[src/rtl/axi_lite_cmd_master.sv]
// AXI4-Lite initiator: turns single host commands into write32/read32/read64 transactions,
// with a per-phase watchdog so an unresponsive slave cannot stall the host.
module axi_lite_cmd_master #(
  parameter int unsigned C_M_AXI_DATA_WIDTH = 32,
  parameter int unsigned C_M_AXI_ADDR_WIDTH = 12,
  parameter int unsigned C_TIMEOUT_CYCLES   = 1024
) (
  input  logic                            M_AXI_ACLK,
  input  logic                            M_AXI_ARESETN,
  input  logic                            cmd_valid,
  output logic                            cmd_ready,
  input  logic [1:0]                      cmd_op,
  input  logic [C_M_AXI_ADDR_WIDTH-1:0]   cmd_addr,
  input  logic [31:0]                     cmd_wdata,
  input  logic [3:0]                      cmd_wstrb,
  output logic                            rsp_valid,
  output logic [63:0]                     rsp_rdata,
  output logic [1:0]                      rsp_resp,
  output logic                            rsp_timeout,
  output logic                            busy,
  output logic [C_M_AXI_ADDR_WIDTH-1:0]   M_AXI_AWADDR,
  output logic                            M_AXI_AWVALID,
  input  logic                            M_AXI_AWREADY,
  output logic [C_M_AXI_DATA_WIDTH-1:0]   M_AXI_WDATA,
  output logic [C_M_AXI_DATA_WIDTH/8-1:0] M_AXI_WSTRB,
  output logic                            M_AXI_WVALID,
  input  logic                            M_AXI_WREADY,
  input  logic [1:0]                      M_AXI_BRESP,
  input  logic                            M_AXI_BVALID,
  output logic                            M_AXI_BREADY,
  output logic [C_M_AXI_ADDR_WIDTH-1:0]   M_AXI_ARADDR,
  output logic                            M_AXI_ARVALID,
  input  logic                            M_AXI_ARREADY,
  input  logic [C_M_AXI_DATA_WIDTH-1:0]   M_AXI_RDATA,
  input  logic [1:0]                      M_AXI_RRESP,
  input  logic                            M_AXI_RVALID,
  output logic                            M_AXI_RREADY
);

  localparam int unsigned AW = C_M_AXI_ADDR_WIDTH;
  localparam int unsigned DW = C_M_AXI_DATA_WIDTH;
  localparam int unsigned TimerW = (C_TIMEOUT_CYCLES > 1) ? $clog2(C_TIMEOUT_CYCLES) : 1;
  localparam logic [TimerW-1:0] TimerMax =
      TimerW'((C_TIMEOUT_CYCLES == 0) ? 0 : C_TIMEOUT_CYCLES - 1);
  localparam logic [AW-1:0] AddrMask = ~AW'(3);

  typedef enum logic [2:0] {StIdle, StWrAwW, StWrB, StRdAr, StRdR, StDone} state_e;

  state_e              state_q, state_d;
  logic [1:0]          op_q, op_d;
  logic                second_q, second_d;
  logic [AW-1:0]       awaddr_q, awaddr_d, araddr_q, araddr_d;
  logic [DW-1:0]       wdata_q, wdata_d;
  logic [DW/8-1:0]     wstrb_q, wstrb_d;
  logic                awvalid_q, awvalid_d, wvalid_q, wvalid_d, bready_q, bready_d;
  logic                arvalid_q, arvalid_d, rready_q, rready_d;
  logic [63:0]         rdata_q, rdata_d;
  logic [1:0]          resp_q, resp_d;
  logic                timeout_q, timeout_d;
  logic                cmd_ready_q, cmd_ready_d, rsp_valid_q, rsp_valid_d;
  logic [TimerW-1:0]   timer_q, timer_d;
  logic                expire, abort;

  assign expire = (C_TIMEOUT_CYCLES != 0) && (timer_q == TimerMax);

  always_comb begin
    state_d     = state_q;
    op_d        = op_q;
    second_d    = second_q;
    awaddr_d    = awaddr_q;
    araddr_d    = araddr_q;
    wdata_d     = wdata_q;
    wstrb_d     = wstrb_q;
    awvalid_d   = awvalid_q;
    wvalid_d    = wvalid_q;
    bready_d    = bready_q;
    arvalid_d   = arvalid_q;
    rready_d    = rready_q;
    rdata_d     = rdata_q;
    resp_d      = resp_q;
    timeout_d   = timeout_q;
    timer_d     = timer_q + TimerW'(1);
    abort       = 1'b0;

    unique case (state_q)
      StIdle: begin
        if (cmd_valid && cmd_ready_q) begin
          op_d      = cmd_op;
          wdata_d   = cmd_wdata;
          wstrb_d   = cmd_wstrb;
          second_d  = 1'b0;
          rdata_d   = '0;
          resp_d    = 2'b00;
          timeout_d = 1'b0;
          timer_d   = '0;
          case (cmd_op)
            2'd0: begin
              state_d   = StWrAwW;
              awaddr_d  = cmd_addr & AddrMask;
              awvalid_d = 1'b1;
              wvalid_d  = 1'b1;
            end
            2'd1, 2'd2: begin
              state_d   = StRdAr;
              araddr_d  = cmd_addr & AddrMask;
              arvalid_d = 1'b1;
            end
            default: begin
              state_d = StDone;
              resp_d  = 2'b10;
            end
          endcase
        end
      end
      StWrAwW: begin
        // AW and W complete independently; move on once both have handshaken.
        if (M_AXI_AWREADY) awvalid_d = 1'b0;
        if (M_AXI_WREADY)  wvalid_d  = 1'b0;
        if (!awvalid_d && !wvalid_d) begin
          state_d  = StWrB;
          bready_d = 1'b1;
          timer_d  = '0;
        end else begin
          abort = expire;
        end
      end
      StWrB: begin
        if (M_AXI_BVALID) begin
          bready_d = 1'b0;
          if (M_AXI_BRESP > resp_q) resp_d = M_AXI_BRESP;
          state_d  = StDone;
        end else begin
          abort = expire;
        end
      end
      StRdAr: begin
        if (M_AXI_ARREADY) begin
          arvalid_d = 1'b0;
          rready_d  = 1'b1;
          state_d   = StRdR;
          timer_d   = '0;
        end else begin
          abort = expire;
        end
      end
      StRdR: begin
        if (M_AXI_RVALID) begin
          rready_d = 1'b0;
          if (M_AXI_RRESP > resp_q) resp_d = M_AXI_RRESP;
          if (op_q == 2'd2 && !second_q) begin
            rdata_d[63:32] = M_AXI_RDATA;
            second_d       = 1'b1;
            araddr_d       = araddr_q + AW'(4);
            arvalid_d      = 1'b1;
            state_d        = StRdAr;
            timer_d        = '0;
          end else begin
            rdata_d[31:0] = M_AXI_RDATA;
            state_d       = StDone;
          end
        end else begin
          abort = expire;
        end
      end
      StDone: state_d = StIdle;
      default: state_d = StIdle;
    endcase

    if (abort) begin
      awvalid_d = 1'b0;
      wvalid_d  = 1'b0;
      bready_d  = 1'b0;
      arvalid_d = 1'b0;
      rready_d  = 1'b0;
      resp_d    = 2'b10;
      timeout_d = 1'b1;
      state_d   = StDone;
    end

    cmd_ready_d = (state_d == StIdle);
    rsp_valid_d = (state_d == StDone);
  end

  always_ff @(posedge M_AXI_ACLK or negedge M_AXI_ARESETN) begin
    if (!M_AXI_ARESETN) begin
      state_q     <= StIdle;
      op_q        <= 2'd0;
      second_q    <= 1'b0;
      awaddr_q    <= '0;
      araddr_q    <= '0;
      wdata_q     <= '0;
      wstrb_q     <= '0;
      awvalid_q   <= 1'b0;
      wvalid_q    <= 1'b0;
      bready_q    <= 1'b0;
      arvalid_q   <= 1'b0;
      rready_q    <= 1'b0;
      rdata_q     <= '0;
      resp_q      <= 2'b00;
      timeout_q   <= 1'b0;
      timer_q     <= '0;
      cmd_ready_q <= 1'b0;
      rsp_valid_q <= 1'b0;
    end else begin
      state_q     <= state_d;
      op_q        <= op_d;
      second_q    <= second_d;
      awaddr_q    <= awaddr_d;
      araddr_q    <= araddr_d;
      wdata_q     <= wdata_d;
      wstrb_q     <= wstrb_d;
      awvalid_q   <= awvalid_d;
      wvalid_q    <= wvalid_d;
      bready_q    <= bready_d;
      arvalid_q   <= arvalid_d;
      rready_q    <= rready_d;
      rdata_q     <= rdata_d;
      resp_q      <= resp_d;
      timeout_q   <= timeout_d;
      timer_q     <= timer_d;
      cmd_ready_q <= cmd_ready_d;
      rsp_valid_q <= rsp_valid_d;
    end
  end

  assign cmd_ready     = cmd_ready_q;
  assign rsp_valid     = rsp_valid_q;
  assign rsp_rdata     = rdata_q;
  assign rsp_resp      = resp_q;
  assign rsp_timeout   = timeout_q;
  assign busy          = (state_q != StIdle);
  assign M_AXI_AWADDR  = awaddr_q;
  assign M_AXI_AWVALID = awvalid_q;
  assign M_AXI_WDATA   = wdata_q;
  assign M_AXI_WSTRB   = wstrb_q;
  assign M_AXI_WVALID  = wvalid_q;
  assign M_AXI_BREADY  = bready_q;
  assign M_AXI_ARADDR  = araddr_q;
  assign M_AXI_ARVALID = arvalid_q;
  assign M_AXI_RREADY  = rready_q;

endmodule

[config.mk]
export PLATFORM = sky130hd
export DESIGN_NAME = axi_lite_cmd_master
export DESIGN_NICKNAME = d
export VERILOG_FILES = /design/src/rtl/axi_lite_cmd_master.sv
export SDC_FILE = /design/constraint.sdc
export NUM_CORES = 1
export LEC_CHECK = 0
export ABC_AREA = 0
export BUFFER_PORTS_ARGS = -buffer_cell sky130_fd_sc_hd__buf_2
export CAP_MARGIN = 0
export CORE_UTILIZATION = 36
export DETAILED_ROUTE_END_ITERATION = 6
export HOLD_SLACK_MARGIN = 0.05
export PLACE_DENSITY = 0.71
export SETUP_SLACK_MARGIN = 0.3
export SLEW_MARGIN = 25
export SYNTH_ARGS = -nofsm -noshare
export SYNTH_HDL_FRONTEND = slang
export SYNTH_SLANG_ARGS = --single-unit
[constraint.sdc]
create_clock -name M_AXI_ACLK -period 5.2 [get_ports M_AXI_ACLK]
set_input_delay 0.78 -clock M_AXI_ACLK [delete_from_list [all_inputs] [get_ports M_AXI_ACLK]]
set_output_delay 0.78 -clock M_AXI_ACLK [all_outputs]
set_load 0.01 [all_outputs]
==> reports/metrics.csv <==
stage,metric,value,unit
synthesis,post-synth top area share,58.1,%
route,met2 WL,7090,um
placement,PortBufs,222,
critical_path,worst path cell trace,nor3_1 > and2b_4 > nand2_2 > mux2_4,
sta,post-route setup TNS,0,ns
pwr,P_leak,3.98,nW
cts,H-Tree Level Count,4,
global_route,global-route wire length before repair,24700,um
sta,WHS,0.472,ns
pwr,part of the power in registers,39.6,%
layout,post-layout net count,900,
route,routed len/inst,14.7,um
synthesis,Post-synth EDFFs,0,
pwr,clock group share of total power,22.4,%
route,top sig layer,met4,
critical_path,WP data required,5.50,ns
layout,Area Overhead vs Synth,28.2,%
status,outcome,completed,
cts,root buffer cell,clkbuf_16,
route,Antenna Nets Post-Route,0,
synthesis,"FFs w/ async S/R, synth",100,%
floorplan,die height,134,um
cts,hold_buf cts,0,
sta,Final setup viols,0,
layout,most frequent cells in the layout,"221 x buf_2, 146 x dfrtp_1, 123 x nand2_1, 74 x o21ai_0, 47 x mux2_2",
synthesis,Seq cells post-synth,146,
placement,dpl cells,999,
pwr,internal power,0.00310,W
synthesis,leading area contributor after synthesis,dfrtp_1,
cts,post-CTS sizing,0,
floorplan,Boundary Pins,229,
layout,Reg area,3650,sq um
cts,Longest Clk Path Bufs,2,
synthesis,YS warnings,0,
synthesis,sequential fraction of the synthesis area,58.1,%
synthesis,cell area after synthesis,6290,sq um
min_path,Hold Crit Start,rsp_rdata[4]$_DFFE_PN0P_,
pwr,PwrDens,617,nW/um^2
critical_path,Crit path largest cell delay,0.67,ns
layout,final core utilization,47.9,%
critical_path,critical path capture point type,register,
pwr,switch share,37.6,%
critical_path,CP arrival,2.91,ns
floorplan,chip width,134,um
placement,DP HPWL,10600,um
route,Met3 Routed Length,957,um
cts,Worst-Skew Late Latency,0.41,ns
global_route,largest net degree at the start of global routing,113,
critical_path,Reg2Reg Launch Point,state_q[1]$_DFF_PN0_,
critical_path,Worst Setup Path Type,register to register,
global_route,global-route usage over all layers,17.4,%
layout,"non-filler cells, final",1031,
synthesis,top_reg_cell synth,dfrtp_1,
global_route,global route overflow,0,
floorplan,core area,16800,sq um
cts,CTS Buf Count,17,
critical_path,slowest stage cell on the critical path,and2b_4,
synthesis,Synth Area per Inst,10.7,sq um
global_route,initial antenna violation count,0,
route,drt pass-1 iters,4,
job,max cap viols,0,
sta,RSZ-0062 raised after global routing,no,
layout,Multi-input gate area,2420,sq um
route,DRC Markers,0,
placement,routability cong.,0.804,
synthesis,"top cells by area, synth","dfrtp_1 58%, mux2_2 8.4%, nand2_1 7.4%, o21ai_0 5.9%, a21oi_1 1.8%",
layout,fraction of layout cells with a size suffix above 1,38.6,%
pwr,Sw Pwr,0.00187,W
critical_path,CP Launch Type,register,
cts,CTS Sinks,146,
pwr,Combinational Power Share,38.0,%
cts,clock slew at reported path FFs,0.06,ns
sta,count of final hold-check violations,0,
route,final WL,15200,um
cts,CTS tree,yes,
sta,Worst-Margin Slew,0.879,ns
global_route,vias in the first global route,4842,
route,via density per instance,4.81,
critical_path,CP Max Fanout,43,
floorplan,DIE AREA,18000,sq um
sta,Final min period,2.61,ns
sta,Max Slew Vio Count,0,
floorplan,Starting Density,37.4,%
sta,Max Clock Skew,0.00893,ns
synthesis,"Distinct cells, synth",56,
route,DRT iter0 DRCs,209,
layout,"commonest non-fill, non-tap cell in the layout",buf_2,
layout,fill count,1565,
layout,number of diodes,0,
route,met1 WL,6980,um
pwr,worst vdd ir,0.254,mV
cts,postcts setup bufs,0,
sta,Max Fclk,383,MHz
sta,worst rel slew slack,41.4,%
critical_path,crit path from,state_q[1]$_DFF_PN0_,
min_path,Tightest Hold Check Type,register to register,
sta,Final period util,50.3,%
route,DR vias,4955,
synthesis,Synth Instances,587,
floorplan,# rows,47,
==> synthesized netlist by cell type (3+ instances only) <==
cell	instances
a21oi_1	22
and3_1	5
buf_1	4
buf_2	11
buf_4	6
buf_6	5
clkbuf_1	8
dfrtp_1	146
ha_1	8
inv_1	9
mux2_2	47
nand2_1	124
nand3_1	15
nor2_1	20
nor2b_1	7
nor3_1	6
nor3b_1	5
o211ai_1	4
o21ai_0	74
o21ai_1	3
o22ai_1	6
o31ai_1	3
xnor2_1	4
xor2_1	4
==> state kept, by name (all words and copies together) (netlist names), 2 cells and up <==
name          cells
op_q              2
rsp_resp          2
state_q           3
timer_q          10
M_AXI_WSTRB       4
M_AXI_ARADDR     10
M_AXI_AWADDR     10
rsp_rdata        64
M_AXI_WDATA      32
==> logic make-up after synthesis <==
kind of cell	synth area share, %
AOI/OAI and AO/OA	12.8
xor gates and xnor gates	1.11
adders and majority gates	1.59
buffers and inverters	3.90
DFF	58.1
muxes	8.97
other	0.0596
and+or+nand+nor	13.4
==> worst paths after layout <==
check                                                     to  slack, ns  depth (start not counted)
worst max register to register   M_AXI_AWADDR[8]$_DFFE_PN0P_       2.59                          4
worst max-delay path             M_AXI_AWADDR[8]$_DFFE_PN0P_       2.59                          4
worst min register to register      rsp_rdata[4]$_DFFE_PN0P_       0.47                          2
max in group asynchronous       M_AXI_AWADDR[10]$_DFFE_PN0P_       3.66                          2
worst min-delay path                rsp_rdata[4]$_DFFE_PN0P_       0.47                          2
min in group asynchronous          rsp_rdata[42]$_DFFE_PN0P_       0.50                          1
==> per-layer routing <==
metal,vias to the layer above,global-route usage [%]
li1,2438,-
met1,2341,22.8
met2,164,28.0
met3,12,4.91
met4,0,5.43
met5,-,0
==> final cells by class <==
cell class                 instances  area share (%)
inverter                           9           0.419
sequential                       146            45.3
multi-input combinational        399            30.0
tap                              220            3.41
clock inverter                    12            1.06
timing repair buffer             225            14.2
clock buffer                      20            5.66
==> critical path, delay by kind of cell, from the launching register on <==
family / cells / cell delay (ns)
flip-flops: 1 / 0.58
multiplexers: 1 / 0.38
AND/OR/NAND/NOR: 3 / 1.52
==> metrics by stage <==
| step | instance area (sq um) | total power, W | worst slack, ns |
|---|---|---|---|
| global placement | 7510 | 0.00384 | 2.29 |
| global route | 8060 | 0.00533 | 2.27 |
| CTS | 8060 | 0.00503 | 2.25 |
| floorplan | 6300 | 0.00313 | 3.23 |
| finish | 8060 | 0.00497 | 2.59 |
| detailed placement | 7510 | 0.00390 | 2.27 |
==> power groups by stage <==
| stage | combinational [W] | clock [W] | sequential [W] |
|---|---|---|---|
| 4_1_cts | 0.00192 | 0.00115 | 0.00197 |
| 3_3_place_gp | 0.00188 | 0 | 0.00197 |
| 5_1_grt | 0.00210 | 0.00119 | 0.00204 |
| 2_1_floorplan | 0.000949 | 0 | 0.00218 |
| 3_5_place_dp | 0.00191 | 0 | 0.00198 |
| 6_report | 0.00189 | 0.00111 | 0.00197 |
No activity file was read; power rests on OpenSTA's default activity.
